===== src/rtl/seg_display_driver_if.sv =====
// Board-side signals of the seven-segment debug display driver: the debug words
// and word select coming in, the debounced step pulse and display drive going out.
interface seg_display_driver_if;
  logic [1:0]  sw_sel;
  logic [15:0] in_sign1;
  logic [15:0] in_sign2;
  logic [15:0] in_sign3;
  logic [15:0] in_sign4;
  logic        btn_step;
  logic        step_pulse;
  logic [3:0]  an;
  logic [7:0]  seg;

  modport master (
    output sw_sel, in_sign1, in_sign2, in_sign3, in_sign4, btn_step,
    input  step_pulse, an, seg
  );

  modport slave (
    input  sw_sel, in_sign1, in_sign2, in_sign3, in_sign4, btn_step,
    output step_pulse, an, seg
  );
endinterface


===== src/rtl/seg_display_driver.sv =====
// Shows one selected 16-bit debug word as four hex digits on a multiplexed
// active-low seven-segment display, and debounces the step button into a pulse.
module seg_display_driver #(
  parameter int SCAN_DIV        = 100000,
  parameter int DEBOUNCE_CYCLES = 1000000
) (
  input logic                 CLK,
  input logic                 Reset,
  seg_display_driver_if.slave bus
);

  localparam int DIV_W = (SCAN_DIV > 2) ? $clog2(SCAN_DIV) : 1;
  localparam int DEB_W = (DEBOUNCE_CYCLES > 2) ? $clog2(DEBOUNCE_CYCLES) : 1;
  localparam logic [DIV_W-1:0] DIV_LAST = DIV_W'(SCAN_DIV - 1);
  localparam logic [DEB_W-1:0] DEB_LAST = DEB_W'(DEBOUNCE_CYCLES - 1);

  typedef enum logic [1:0] {IDLE, PRESS_WAIT, HELD, RELEASE_WAIT} deb_state_t;

  logic [DIV_W-1:0] div_cnt_q, div_cnt_d;
  logic [1:0]       digit_q, digit_d;
  logic [15:0]      snap_q, snap_d;
  logic             load_pending_q, load_pending_d;
  logic [3:0]       an_q, an_d;
  logic [7:0]       seg_q, seg_d;
  logic [1:0]       sync_q, sync_d;
  deb_state_t       state_q, state_d;
  logic [DEB_W-1:0] deb_cnt_q, deb_cnt_d;
  logic             step_pulse_q, step_pulse_d;

  logic        div_wrap;
  logic        btn_s;
  logic [15:0] sel_word;
  logic [3:0]  nibble;

  function automatic logic [6:0] hex7(input logic [3:0] n);
    logic [6:0] r;
    case (n)
      4'h0: r = 7'h40;
      4'h1: r = 7'h79;
      4'h2: r = 7'h24;
      4'h3: r = 7'h30;
      4'h4: r = 7'h19;
      4'h5: r = 7'h12;
      4'h6: r = 7'h02;
      4'h7: r = 7'h78;
      4'h8: r = 7'h00;
      4'h9: r = 7'h10;
      4'hA: r = 7'h08;
      4'hB: r = 7'h03;
      4'hC: r = 7'h46;
      4'hD: r = 7'h21;
      4'hE: r = 7'h06;
      default: r = 7'h0E;
    endcase
    return r;
  endfunction

  always_comb begin
    case (bus.sw_sel)
      2'd0:    sel_word = bus.in_sign1;
      2'd1:    sel_word = bus.in_sign2;
      2'd2:    sel_word = bus.in_sign3;
      default: sel_word = bus.in_sign4;
    endcase

    div_wrap       = (div_cnt_q == DIV_LAST);
    div_cnt_d      = div_wrap ? '0 : div_cnt_q + DIV_W'(1);
    digit_d        = div_wrap ? digit_q + 2'd1 : digit_q;
    load_pending_d = 1'b0;

    // Capture only at frame start so all four digits come from one word.
    snap_d = (load_pending_q || (div_wrap && digit_q == 2'd3)) ? sel_word : snap_q;

    // Display regs follow the next digit/snapshot so they move with digit_q.
    nibble = snap_d[{digit_d, 2'b00} +: 4];
    an_d   = ~(4'b0001 << digit_d);
    seg_d  = {(digit_d != 2'd2), hex7(nibble)};
  end

  assign btn_s = sync_q[1];

  always_comb begin
    sync_d       = {sync_q[0], bus.btn_step};
    state_d      = state_q;
    deb_cnt_d    = deb_cnt_q;
    step_pulse_d = 1'b0;
    case (state_q)
      IDLE: begin
        if (btn_s) begin
          state_d   = PRESS_WAIT;
          deb_cnt_d = '0;
        end
      end
      PRESS_WAIT: begin
        if (!btn_s) begin
          state_d = IDLE;
        end else if (deb_cnt_q == DEB_LAST) begin
          state_d      = HELD;
          step_pulse_d = 1'b1;
        end else begin
          deb_cnt_d = deb_cnt_q + DEB_W'(1);
        end
      end
      HELD: begin
        if (!btn_s) begin
          state_d   = RELEASE_WAIT;
          deb_cnt_d = '0;
        end
      end
      default: begin
        // A bounce back high during release just returns to HELD: no new pulse.
        if (btn_s) begin
          state_d = HELD;
        end else if (deb_cnt_q == DEB_LAST) begin
          state_d = IDLE;
        end else begin
          deb_cnt_d = deb_cnt_q + DEB_W'(1);
        end
      end
    endcase
  end

  always_ff @(posedge CLK or negedge Reset) begin
    if (!Reset) begin
      div_cnt_q      <= '0;
      digit_q        <= 2'd0;
      snap_q         <= 16'h0000;
      load_pending_q <= 1'b1;
      an_q           <= 4'b1111;
      seg_q          <= 8'hFF;
      sync_q         <= 2'b00;
      state_q        <= IDLE;
      deb_cnt_q      <= '0;
      step_pulse_q   <= 1'b0;
    end else begin
      div_cnt_q      <= div_cnt_d;
      digit_q        <= digit_d;
      snap_q         <= snap_d;
      load_pending_q <= load_pending_d;
      an_q           <= an_d;
      seg_q          <= seg_d;
      sync_q         <= sync_d;
      state_q        <= state_d;
      deb_cnt_q      <= deb_cnt_d;
      step_pulse_q   <= step_pulse_d;
    end
  end

  assign bus.an         = an_q;
  assign bus.seg        = seg_q;
  assign bus.step_pulse = step_pulse_q;

endmodule


===== src/flat_wrapper.sv =====
// flat-port wrapper written by rule: the top's interface ports become plain ports
module seg_display_driver_flat 
#(
  parameter int SCAN_DIV        = 100000,
  parameter int DEBOUNCE_CYCLES = 1000000
)
  (CLK, Reset, bus_sw_sel, bus_in_sign1, bus_in_sign2, bus_in_sign3, bus_in_sign4, bus_btn_step, bus_step_pulse, bus_an, bus_seg);
  seg_display_driver_if bus_i ();
  input logic CLK;
  input logic Reset;
  input wire logic [$bits(bus_i.sw_sel)-1:0] bus_sw_sel;
  input wire logic [$bits(bus_i.in_sign1)-1:0] bus_in_sign1;
  input wire logic [$bits(bus_i.in_sign2)-1:0] bus_in_sign2;
  input wire logic [$bits(bus_i.in_sign3)-1:0] bus_in_sign3;
  input wire logic [$bits(bus_i.in_sign4)-1:0] bus_in_sign4;
  input wire logic [$bits(bus_i.btn_step)-1:0] bus_btn_step;
  output wire logic [$bits(bus_i.step_pulse)-1:0] bus_step_pulse;
  output wire logic [$bits(bus_i.an)-1:0] bus_an;
  output wire logic [$bits(bus_i.seg)-1:0] bus_seg;
  assign bus_i.sw_sel = bus_sw_sel;
  assign bus_i.in_sign1 = bus_in_sign1;
  assign bus_i.in_sign2 = bus_in_sign2;
  assign bus_i.in_sign3 = bus_in_sign3;
  assign bus_i.in_sign4 = bus_in_sign4;
  assign bus_i.btn_step = bus_btn_step;
  assign bus_step_pulse = bus_i.step_pulse;
  assign bus_an = bus_i.an;
  assign bus_seg = bus_i.seg;
  seg_display_driver #(.SCAN_DIV(SCAN_DIV), .DEBOUNCE_CYCLES(DEBOUNCE_CYCLES)) u_core (.CLK(CLK), .Reset(Reset), .bus(bus_i));
endmodule

===== config.mk =====
export PLATFORM = sky130hd
export DESIGN_NAME = seg_display_driver_flat
export DESIGN_NICKNAME = d
export VERILOG_FILES = /design/src/rtl/seg_display_driver_if.sv /design/src/rtl/seg_display_driver.sv /design/src/flat_wrapper.sv
export SDC_FILE = /design/constraint.sdc
export NUM_CORES = 1
export LEC_CHECK = 0
export CAP_MARGIN = 20
export CORE_MARGIN = 5
export CORE_UTILIZATION = 39
export CTS_CLUSTER_SIZE = 30
export DETAILED_ROUTE_END_ITERATION = 12
export HOLD_SLACK_MARGIN = 0.05
export PLACE_DENSITY = 0.75
export SLEW_MARGIN = 20
export SYNTH_ARGS = -nofsm -noshare
export SYNTH_HDL_FRONTEND = slang
export SYNTH_SLANG_ARGS = --single-unit

===== constraint.sdc =====
create_clock -name CLK -period 3.6 [get_ports CLK]
set_input_delay 0.72 -clock CLK [delete_from_list [all_inputs] [get_ports CLK]]
set_output_delay 0.72 -clock CLK [all_outputs]
set_load 0.01 [all_outputs]

==> results.md, run 1 <==
- Core Rows: 37
- Critical path peak fanout: 7
- Critical-path cell list: or4b_4 > nor4_4 > buf_4 > mux2i_1 > a211oi_1 > nor4_2 > inv_1 > ha_1 > mux2_1 > a22o_1
- Layout Utilization: 0.5231
- Fill cells: about 940
- Syn avg cell area: 10.60 um^2
- Peak supply drop: 0.2382 mV
- Drt pass-1 iters: 4
- WP buf/inv: 2
- Worst-margin pin slew: about 0.95 ns
- Area Overhead vs Synth: 31.45%
- Hpwl dp: 7050 um
- Top cells by area, synth: dfrtp_1 (37%), mux4_2 (8.8%), dfstp_2 (7.7%)
- Multi-input logic area: 2157 um^2
- GPL Wtd Cong: 0.8521
- Minimum clock period: 3.421 ns
- Crit path kind: reg2reg
- H-tree levels: 3
- Ys async rst share: 1.000
- Fin. Hold Viols: 0
- HP Class: in2async
- Mapped Cells: 386
- First-pass GRT wire length: approximately 16000 um
- Total chip power: 2.107 mW
- Status: complete, no violations
- Period utilisation layout: 0.9504
- Die footprint: 12640 um^2
- Core area: around 10000 um^2
- Worst-Skew Late Latency: 0.36 ns
- Global route overflow: 0
- I/O pin count: 82
- Layout cells sized above 1: 0.1820
- Remaining DRCs: 0
- Fmax: around 300 MHz
- WL met1: roughly 3700 um
- Vias in the first global route: 3708
- Final Max Tran Viols: 0
- Die Y: 112.4 um
- TritonCTS Buffers: 9
- # diodes: 0
- Finish-stage setup viols: 0
- CP max stage cell: or4b_4
- Antenna-violating nets left: 0
- Reported max-cap violation count: 0
- Crit-path max cell delay: ~0.58 ns
- Fin cells: 625
- DRT Wirelength: between 9000 and 10000 um
- Reg2reg path depth: 10
- Prevailing post-synth register cell: dfrtp_1
- CTS tree: done
- PD cells: just under 400 nW/um^2
- Port bufs: a little over 80
- Seq. cell area: 1817 um^2
- Setup crit end kind: register
- Worst Path Arrival: between 3 and 4 ns
- Final Skew: between 0.015 and 0.02 ns
- Initial antenna violation count: 0
- Register area share after synthesis: 0.4442
- Routed wl met2: 4717 um
- CP Launch Type: register
- CP required: about 3.9 ns
- Root buf cell: clkbuf_8
- Clock-pin slew on the worst setup and hold paths: approximately 0.09 ns
- Static Leak: 2.302 nW
- Setup tns final: 0 ns
- Cell Area, Synth: about 4100 um^2
- Unique cell type count in the Yosys netlist: 54
- #FFs+latches synth: a little over 70
- Post-synth EDFFs: 0
- Yosys Warn Count: 0
- Via count: between 3000 and 4000
- # hold bufs at CTS: 0
- DR WL met3: 599 um
- Delay-heaviest family, CP: simple AND/OR/NAND/NOR gates
- Synth area leader: dfrtp_1
- DR iter-0 viols: about 160
- Nets@finish: around 570
- Pin count of the biggest net entering global routing: 33
- Share of the synthesized area in the top cell type: 0.3671
- Syn Nets: roughly 470
- Via/cell ratio: between 5 and 6
- Hold_ws: 0.3026 ns
- RR Startpoint: u_core.div_cnt_q[11]$_DFF_PN0_
- Global Route Usage Sum: 0.1478
- Die W: roughly 110 um
- Crit Reg-Reg Endpoint: u_core.bus.seg[6]$_DFF_PN1_
- Routed WL per cell: 14.60 um
- Max-Slew Margin vs Limit: 0.3579
- Clock sink count: 72
- RSZ-0062 raised after global routing: no
- R2R Setup Slk: 0.18 ns
- CTS max path bufs: 2
- Top sig layer: met4
- Placed Instances: between 600 and 700
- Initial Util: 0.3980
[per-layer routing]
| metal | up-vias | GRT usage |
|---|---|---|
| met2 | 112 | 0.2690 |
| met3 | 18 | 0.05067 |
| met4 | 0 | 0.04968 |
| met5 | - | 0 |
| met1 | 1617 | 0.1600 |
| li1 | 1573 | - |
[layout make-up]
type,instances,area share
Clock buffer,9,0.02304
Clock inverter,7,0.01489
Inverter,14,0.009774
Multi-Input combinational cell,285,0.4012
Sequential cell,72,0.3379
Tap cell,136,0.03165
Timing Repair Buffer,102,0.1815
[cell families (layout without fill, tap and decap cells)]
logic type | after synthesis | count (layout) | share of synthesized area
adder cells (fa/ha/maj) | 12 | 12 | 0.03671
buffers and inverters | 29 | 132 | 0.03059
AND/OR/NAND/NOR | 163 | 163 | 0.2153
XOR/XNOR | 32 | 32 | 0.06852
AO/OA/AOI/OAI | 47 | 47 | 0.07923
multiplexers | 30 | 30 | 0.1245
other | 1 | 1 | 0.0009168
flip-flops | 72 | 72 | 0.4442
[how the worst max path moves through the flow]
stage,slack [ns],endpoint,depth (start not counted),start
6_report,0.18,u_core.bus.seg[6]$_DFF_PN1_,10,u_core.div_cnt_q[11]$_DFF_PN0_
5_1_grt,0.008,u_core.bus.seg[6]$_DFF_PN1_,11,u_core.div_cnt_q[5]$_DFF_PN0_
4_1_cts,0.09,u_core.bus.seg[6]$_DFF_PN1_,10,u_core.div_cnt_q[5]$_DFF_PN0_
3_5_place_dp,-0.01,u_core.bus.seg[5]$_DFF_PN1_,10,bus_sw_sel[0]
3_3_place_gp,0.09,u_core.bus.seg[6]$_DFF_PN1_,10,bus_sw_sel[0]
2_1_floorplan,0.25,u_core.bus.seg[6]$_DFF_PN1_,9,u_core.div_cnt_q[5]$_DFF_PN0_
[worst reg2reg max path, delay by kind of cell (launching register included)]
family,cells,cell delay [ns]
adder cells (fa/ha/maj),1,0.24
flip-flops,1,0.46
AO/OA/AOI/OAI,2,0.29
buffers and inverters,2,0.37
multiplexers,2,0.72
AND/OR/NAND/NOR,3,1.27
[Yosys cell counts, types with 2 or more instances]
cell type	instances
a21oi_1	13
or2_2	8
nor4_4	3
inv_1	12
a211oi_1	4
nand4bb_1	3
mux2_2	5
dfstp_2	12
nor3_1	7
a21o_1	7
nor3b_1	2
o22ai_1	3
clkbuf_1	8
xor2_1	12
xnor2_1	20
nand3b_1	2
mux2_1	2
nor4_2	2
mux2i_1	7
nor2b_1	4
nand2_1	39
nor2_1	45
inv_2	2
buf_2	4
mux4_2	16
and2_1	2
ha_1	12
nand4_1	12
or3_1	5
and3_1	7
nand3_1	9
o2bb2ai_1	2
dfrtp_1	60
nor4_1	9
o21ai_0	7
[flip-flops by register name, indices dropped and copies added, names as in the netlist, 2 cells and up, named ones only]
signal and cells:
u_core.sync_q 2, u_core.div_cnt_q 17, u_core.digit_q 2, u_core.deb_cnt_q 20, u_core.snap_q 16, u_core.bus.seg 7, u_core.bus.an 4
[cell usage in the layout (no fill, tap or decap), types with 3 or more instances in the layout]
cell type,count
nand4_1,12
nor2b_1,4
a21oi_1,13
buf_4,20
mux2i_1,7
nor4_4,4
dfrtp_1,60
nor3_1,7
a21o_1,7
clkdlybuf4s50_1,80
xnor2_1,20
nor4_1,9
inv_1,12
o22ai_1,3
nand3_1,9
mux2_2,5
o21ai_0,7
a211oi_1,4
xor2_1,12
or3_1,5
nand4bb_1,3
mux4_2,16
nor2_1,45
or2_2,8
clkbuf_8,9
nand2_1,39
ha_1,12
dfstp_2,12
and3_1,7
[power breakdown]
group | internal (mW) | switching, mW | total [mW]
sequential | 0.882 | 0.0437 | 0.926
combinational | 0.266 | 0.256 | 0.522
clock | 0.327 | 0.332 | 0.659
[per-stage QoR]
step           worst slack (ns)  area [um^2]
2_1_floorplan            0.2506         4090
3_3_place_gp            0.09170         5134
3_5_place_dp           -0.01438         5134
4_1_cts                 0.09422         5338
5_1_grt                0.007733         5376
6_report                 0.1785         5376
[timing repair]
item	4_1_cts	5_1_grt
setup endpoints to repair	0	4
endpoints found under the hold margin	0	0
buffers inserted	0	4
gates resized for setup	0	1
No activity file was read; power rests on OpenSTA's default activity.
==> run 2, diff against run 1 <==
Settings changed: CORE_UTILIZATION 39 to 47, PLACE_DENSITY 0.75 to 0.86, SLEW_MARGIN 20 to default.
==> run 2 against run 1 <==
  * Sequential share of layout area increased by 0.14 points
  * Maximum frequency decreased by 0.31%
  * Final cell count decreased by 5.4%
  * Core utilization increased by 10 points
  * Sequential power about the same
  * Worst hold slack improved by 0.12 ns
  * Die area decreased by 16%
  * Sequential cell count unchanged
  * Clock power increased by 28%
  * Critical path type unchanged
==> results.md, run 2 (same netlist as run 1, synthesis figures left out) <==
- Worst Path Arrival: between 3 and 4 ns
- Via count: 3298
- DRT Wirelength: 9117 um
- Max reg flops: 20
- Hold_ws: 0.4206 ns
- First-pass GRT wire length: between 15000 and 20000 um
- Antenna-violating nets left: 0
- Initial antenna violation count: 0
- Worst-Skew Late Latency: around 0.35 ns
- GPL Wtd Cong: just under 0.9
- Area Overhead vs Synth: 30.90%
- Crit path kind: reg2reg
- PD cells: about 430 nW/um^2
- HP Class: reg2reg
- Fin cells: between 500 and 600
- Final instance area: 5354 um^2
- Core Rows: 34
- Port bufs: 81
- Clock-pin slew on the worst setup and hold paths: ~0.08 ns
- Die W: slightly above 100 um
- RSZ-0062 raised after global routing: no
- Finish-stage setup viols: 0
- Worst-margin pin slew: 0.9369 ns
- Commonest non-fill, non-tap cell in the layout: clkdlybuf4s50_1
- Drt pass-1 iters: 4
- Most frequent CP cell: buf_4
- Die Y: 103.3 um
- Gr busiest metal: met2
- Critical-path cell list: or4b_4 > nor4_4 > buf_4 > xnor2_1 > buf_4 > a2111oi_0 > nor4_2 > buf_4 > ha_1 > mux2_1 > a21o_1
- CTS tree: done
- Status: complete, no violations
- Most frequent cells in the layout: clkdlybuf4s50_1 (80), dfrtp_1 (60), nor2_1 (45)
- Global Route Usage Sum: 0.1808
- Met3 usage in global routing: 0.05298
- I/O pin count: 82
- CTS max path bufs: 2
- Die footprint: 10670 um^2
- Fmax: 291.4 MHz
- Most flop-heavy register: u_core.deb_cnt_q
- Core area: between 8000 and 9000 um^2
- CP max stage cell: or4b_4
- Max-Slew Margin vs Limit: 0.3656
- # diodes: 0
- Nets@finish: ~560
- Crit-path max cell delay: 0.60 ns
- Hpwl dp: ~7000 um
- Minimum clock period: between 3 and 4 ns
- WP buf/inv: 3
- Fin. Hold Viols: 0
- M2 GR Usage: 0.3069
- Static Leak: between 2 and 2.5 nW
- CP Launch Type: register
- Peak supply drop: between 0.2 and 0.25 mV
- DR iter-0 viols: 97
- Fill cells: approximately 650
- Remaining DRCs: 0
- Area post-placement: between 5000 and 6000 um^2
- Final Skew: roughly 0.009 ns
- Period utilisation layout: 0.9534
- Final Max Tran Viols: 0
- Reported max-cap violation count: 0
- Setup crit end kind: register
- Routed WL per cell: about 15 um
- Largest regs: u_core.deb_cnt_q (20), u_core.div_cnt_q (17), u_core.snap_q (16)
- Delay-heaviest family, CP: simple AND/OR/NAND/NOR gates
- Root buf cell: clkbuf_8
- Via/cell ratio: approximately 5.6
- Initial Util: 0.4760
- Met1 Usage GRT: 0.2192
- Critical path peak fanout: 7
- Global route overflow: 0
- CP required: a little under 4 ns
- Vias in the first global route: roughly 3500
- Pin count of the biggest net entering global routing: 73
- Placed Instances: approximately 570
- Clock sink count: a little over 70
- H-tree levels: 3
- TritonCTS Buffers: 9
- Layout cells sized above 1: 0.1739
## run 2: layout make-up
type                            count  area, um^2  area share
Clock buffer                        9       123.9     0.02314
Clock inverter                      7       142.6     0.02664
Inverter                           14       52.55    0.009815
Multi-Input combinational cell    285        2152      0.4020
Sequential cell                    72        1817      0.3393
Tap cell                          108       135.1     0.02524
Timing Repair Buffer               96       930.9      0.1739
## run 2: path summary, 6_finish.rpt
check	start	end	slack, ns	cells past startpoint
setup / recovery	u_core.div_cnt_q[5]$_DFF_PN0_	u_core.bus.seg[5]$_DFF_PN1_	0.17	11
hold reg to reg	u_core.sync_q[0]$_DFF_PN0_	u_core.sync_q[1]$_DFF_PN0_	0.42	0
setup reg to reg	u_core.div_cnt_q[5]$_DFF_PN0_	u_core.bus.seg[5]$_DFF_PN1_	0.17	11
max in group asynchronous	Reset	u_core.deb_cnt_q[19]$_DFFE_PN0P_	2.46	2
hold / removal	u_core.sync_q[0]$_DFF_PN0_	u_core.sync_q[1]$_DFF_PN0_	0.42	0
min in group asynchronous	Reset	u_core.deb_cnt_q[3]$_DFFE_PN0P_	0.57	2
## run 2: power by group
| group | internal, mW | switching (mW) | leakage, nW |
|---|---|---|---|
| sequential | 0.882 | 0.0442 | 0.920 |
| clock | 0.533 | 0.308 | 0.134 |
| combinational | 0.257 | 0.259 | 1.25 |
| total | 1.67 | 0.612 | 2.31 |
## run 2: routing by layer
layer  share of wire  vias up
li1                -     1556
met4           0.023        0
met2            0.49      142
met3           0.079       20
met5               0        -
met1            0.41     1580
## run 2: stage by stage
stage / setup slack (ns) / utilization / setup TNS [ns] / power [mW]
after floorplan: 0.2506 / - / 0 / 1.251
after global placement: 0.1137 / 0.5907 / 0 / 1.429
after detailed placement: -0.03014 / 0.5907 / -0.03014 / 1.451
after CTS: 0.03216 / 0.6217 / 0 / 2.302
after global routing: 0.03262 / 0.6230 / 0 / 2.408
final: 0.1677 / 0.6230 / 0 / 2.284
## run 2: timing repair
action	in CTS	in global routing
resized for setup	0	1
setup endpoints to repair	0	3
hold buffers	0	0
buffers inserted	0	1
==> run 3, diff against run 2 <==
Settings changed: SKIP_CTS_REPAIR_TIMING from default to 1.
==> results of run 3 <==
Final layout, timing and power as in run 2 (identical DEF).
==> patch 1 (settings of run 3) <==
`SCAN_DIV` is set to 100000 in 2 places; all go to 400000.
--- a/src/rtl/seg_display_driver.sv
+++ b/src/rtl/seg_display_driver.sv
@@ -1,7 +1,7 @@
 // Shows one selected 16-bit debug word as four hex digits on a multiplexed
 // active-low seven-segment display, and debounces the step button into a pulse.
 module seg_display_driver #(
-  parameter int SCAN_DIV        = 100000,
+  parameter int SCAN_DIV        = 400000,
   parameter int DEBOUNCE_CYCLES = 1000000
 ) (
   input logic                 CLK,
--- a/src/flat_wrapper.sv
+++ b/src/flat_wrapper.sv
@@ -1,7 +1,7 @@
 // flat-port wrapper written by rule: the top's interface ports become plain ports
 module seg_display_driver_flat 
 #(
-  parameter int SCAN_DIV        = 100000,
+  parameter int SCAN_DIV        = 400000,
   parameter int DEBOUNCE_CYCLES = 1000000
 )
   (CLK, Reset, bus_sw_sel, bus_in_sign1, bus_in_sign2, bus_in_sign3, bus_in_sign4, bus_btn_step, bus_step_pulse, bus_an, bus_seg);
Check against the original RTL: no difference found for any inputs over 10 cycles, from zero or initial values and one cycle with Reset low; that may be too few to reach the edited logic, so the function may still have changed.
==> patch 1 against run 3 <==
- power shrank 6.9%
- sequential power grew 4.4%
- count of clock-buffer cells in the layout grew 2
- setup slack gained 180 ps
- routed wire length shrank 2.3%
- final area shrank 1.0%
- sequential cell count grew 2
- synthesized area grew 1.9%
- critical endpoint is now u_core.bus.seg[3]
- highest routed layer unchanged
==> patch 1: results <==
[status]
status = complete, no violations

[worst_setup_path]
critical_path.top_delay_family = multiplexers
crit_fanout = 16
worstPathArrival_ps = 3520
worst_path_max_delay_cell = a31oi_4
reg2reg_depth = 10
worst_path_largest_cell_delay_ps = 610

[place]
hpwlAfterDp_um = 7119
placed_area_um2 = 5122
routabilityCongestion = 0.8919
pre_cts_slack_ps = 124.0

[cts]
path_clk_slew_ps = 90
cts_buffers = 9
h-tree-depth = 3
insertion_delay_ps = 350

[cells_and_area]
fill_cells = 712
drive_above_1_share_pct = 18.30
nNetsFinal = 535
reg.largest.list = u_core.deb_cnt_q: 20 flops, u_core.div_cnt_q: 19 flops, u_core.snap_q: 16 flops
antenna_cells = 0

[global_routing]
grt_pass1_wl_um = 15160
grt_usage_pct = 16.94
first_global_vias = 3264
grt_start_max_net_pins = 38

[detailed_routing]
viasPerCell = 5.370
avgRoutedWirePerCell_um = 15.71
drtIter0Drc = 154
dr.pass1.iters = 4

[hold_path]
hold_depth = 0

[synthesis]
ys_types = 55
synth_top_cells_by_area = dfrtp_1 (37%), mux4_2 (9.2%), dfstp_2 (7.6%)
yosys_warnings = 0
synth_most_common_cell = dfrtp_1
synth.net_count = 444
synth.yosys.seq_area_share_pct = 44.78
yosys-top-cells-count = dfrtp_1 (62), nor2_1 (37), inv_1 (27), xor2_1 (20)

[power_and_ir_drop]
p_leak_nw = 2.280
ir_worst_vdd_mv = 0.2260

[timing]
worst_pin_slew_ps = 776.6
skew_ps = 11.85
[patch 1: cell count changes after synthesis, sizes merged, moves of 9 or more]
cell / before / now
inv: 14 / 27
mux2i: 7 / 16
nand2: 39 / 18
nor4: 14 / 4
[patch 1: cell type report]
class,instances,area [um2],area share (%)
sequential,74,1867,35.23
inverter,27,101.3,1.913
timing repair buffer,92,900.9,17.00
multi-input combinational,250,2118,39.98
clock inverter,5,35.03,0.6612
clock buffer,11,141.4,2.668
tap,108,135.1,2.550
[patch 1: layer usage]
metal	wire, um	GRT usage [%]	vias to the layer above
met4	124	5.550	0
met1	3695	20.86	1503
li1	-	-	1462
met5	0	0	-
met3	394	3.290	11
met2	4690	29.74	69
[patch 1: stage by stage]
| stage | hold WS (ps) | std cells |
|---|---|---|
| 2_1_floorplan | 331.2 | 363 |
| 3_3_place_gp | 345.3 | 551 |
| 3_5_place_dp | 346.9 | 551 |
| 4_1_cts | 366.9 | 567 |
| 5_1_grt | 375.0 | 567 |
| 6_report | 364.0 | 567 |
[patch 1: logic make-up (layout without fill, tap and decap cells)]
family          Yosys count  after routing  synth area share (%)
compound gates           39             39                 7.593
mux                      43             43                 15.91
xor+xnor                 36             36                 7.563
simple gates            119            119                 16.06
other cells               1              1               0.08995
fa+ha+maj                12             12                 3.601
buf+inv                  39            135                 4.412
flops                    74             74                 44.78
[patch 1: worst paths after layout]
check	from	endpoint	slack, ps
worst min register to register	u_core.sync_q[0]	u_core.sync_q[1]	360
worst min-delay path	u_core.sync_q[0]	u_core.sync_q[1]	360
worst max register to register	u_core.div_cnt_q[0]	u_core.bus.seg[3]	350
max in group asynchronous	Reset	u_core.bus.an[1]	2330
worst max-delay path	u_core.div_cnt_q[0]	u_core.bus.seg[3]	350
min in group asynchronous	Reset	u_core.div_cnt_q[2]	450
[patch 1: power by group]
group | internal [mW] | leakage, nW | switching, mW
clock network | 0.274 | 0.0950 | 0.313
registers | 0.923 | 0.928 | 0.0449
logic | 0.289 | 1.26 | 0.281
total | 1.49 | 2.28 | 0.640
[patch 1: worst reg2reg max path, cell delays in order, from the launching register on]
cell and delay, ps:
dfrtp_1 420, ha_1 290, nand4_4 170, nor4_4 80, a31oi_4 610, mux2_2 430
mux2i_1 140, mux2_2 250, inv_1 100, ha_1 240, mux4_2 460
==> patch 2 (flow settings as in run 3) <==
Without the edit above. Make the reset (`Reset`) synchronous in one clocked block.
--- a/src/rtl/seg_display_driver.sv
+++ b/src/rtl/seg_display_driver.sv
@@ -120,7 +120,7 @@
     endcase
   end
 
-  always_ff @(posedge CLK or negedge Reset) begin
+  always_ff @(posedge CLK) begin
     if (!Reset) begin
       div_cnt_q      <= '0;
       digit_q        <= 2'd0;
Function: differs if Reset is asserted again (counterexample within 4 cycles, from zero or initial values and one cycle with Reset low); with Reset held inactive, the same outputs for 10 cycles.
==> patch 2 against run 3 <==
- power decreased by 24%
- final area fell by 12%
- setup slack improved by 210 ps
- synthesized area decreased by 11%
- synthesized cell count is 5.7% lower
- die area is 9.7% lower
- critical endpoint is now u_core.bus.seg[3]
- hold slack improved by 16 ps
- routed wire length decreased by 15%
- clock skew grew 1.6 ps
- sequential cell count unchanged
- first-iteration DRC count grew 3.1%
- via count decreased by 10%
- utilization decreased by 0.47 points
==> patch 2: results <==
[status]
status = complete, no violations

[cts]
cts_buffer_depth = 2
insertion_delay_ps = 350
cts_buffers = 9
clock_tree.root_cell = clkbuf_8
h-tree-depth = 3

[detailed_routing]
dr.pass1.iters = 4
drtIter0Drc = 100
routed_wl_um = 7722
avgRoutedWirePerCell_um = 13.96
viasPerCell = 5.345

[cells_and_area]
reg.largest.list = u_core.deb_cnt_q: 20 flops, u_core.div_cnt_q: 17 flops, u_core.snap_q: 16 flops
fill_cells = 624
antenna_cells = 0
drive_above_1_share_pct = 12.20
nNetsFinal = 527

[synthesis]
synth_flop_cell = dfxtp_1
synth.net_count = 445
async_reset_ff_share_pct = 0
synth.yosys.seq_area_share_pct = 39.45
synth_top_cells_by_area = dfxtp_1 (39%), mux4_2 (9.9%), nor2_1 (6.5%)
yosys_warnings = 0
ys_types = 54
syn_area_per_cell_um2 = 10.04
yosys-top-cells-count = dfxtp_1 (72), nor2_1 (63), mux2i_1 (23), xor2_1 (23), nand2_1 (22)

[worst_setup_path]
worst_path_max_delay_cell = nor2b_1
worstPathArrival_ps = 3430
worst_path_largest_cell_delay_ps = 470
critical_path.top_delay_family = simple AND/OR/NAND/NOR gates
crit_fanout = 9

[place]
pre_cts_slack_ps = 287.2
placed_area_um2 = 4541
port_buffers = 81
routabilityCongestion = 0.8269
hpwlAfterDp_um = 5906
place_inst = 537

[timing]
worst_pin_slew_ps = 669.0
skew_ps = 10.60

[power_and_ir_drop]
ir_worst_vdd_mv = 0.1601
p_leak_nw = 1.815

[global_routing]
first_global_vias = 3093
grt_start_max_net_pins = 20
grt_pass1_wl_um = 13170
grt_usage_pct = 16.58
grt_antenna_before_repair = 0

[hold_path]
hp-class = reg2reg
[patch 2: area by class of cell]
type / instances / area [um2] / share of cell area, %
tap: 102 / 127.6 / 2.699
clock buffer: 10 / 127.6 / 2.699
inverter: 9 / 33.78 / 0.7145
clock inverter: 6 / 60.06 / 1.270
sequential: 72 / 1441 / 30.48
timing repair buffer: 86 / 860.8 / 18.21
multi-input combinational: 268 / 2077 / 43.93
[patch 2: worst paths after layout]
check / start / end / slack, ps / cells after the start
worst min-delay path: u_core.sync_q[0] / u_core.sync_q[1] / 440 / 1
worst min register to register: u_core.sync_q[0] / u_core.sync_q[1] / 440 / 1
worst max-delay path: u_core.div_cnt_q[0] / u_core.bus.seg[3] / 380 / 12
worst max register to register: u_core.div_cnt_q[0] / u_core.bus.seg[3] / 380 / 12
[patch 2: per-layer routing]
metal | GRT usage, % | wire [um] | up-vias
li1 | - | - | 1455
met1 | 17.97 | 3076 | 1395
met2 | 29.79 | 4013 | 86
met3 | 4.571 | 429 | 20
met4 | 7.878 | 202 | 0
met5 | 0 | 0 | -
[patch 2: cell families (layout without fill, tap and decap cells)]
group / count (synthesis) / in the layout / synth area share, %
xor gates and xnor gates: 30 / 30 / 7.397
and+or+nand+nor: 149 / 149 / 20.72
AOI/OAI and AO/OA: 36 / 36 / 7.432
buffers and inverters: 24 / 111 / 3.699
muxes: 41 / 41 / 17.19
adders and majority gates: 12 / 12 / 4.109
DFF: 72 / 72 / 39.45
[patch 2: report_power, final]
group	switching, mW	internal, mW
Sequential	0.0120	0.827
Combinational	0.119	0.168
Clock	0.294	0.316
[patch 2: metrics by stage]
step	util [%]	hold WS (ps)
finish	61.83	436.7
global route	61.83	473.6
CTS	61.83	441.1
detailed placement	59.38	424.1
global placement	59.38	417.1
floorplan	-	411.9
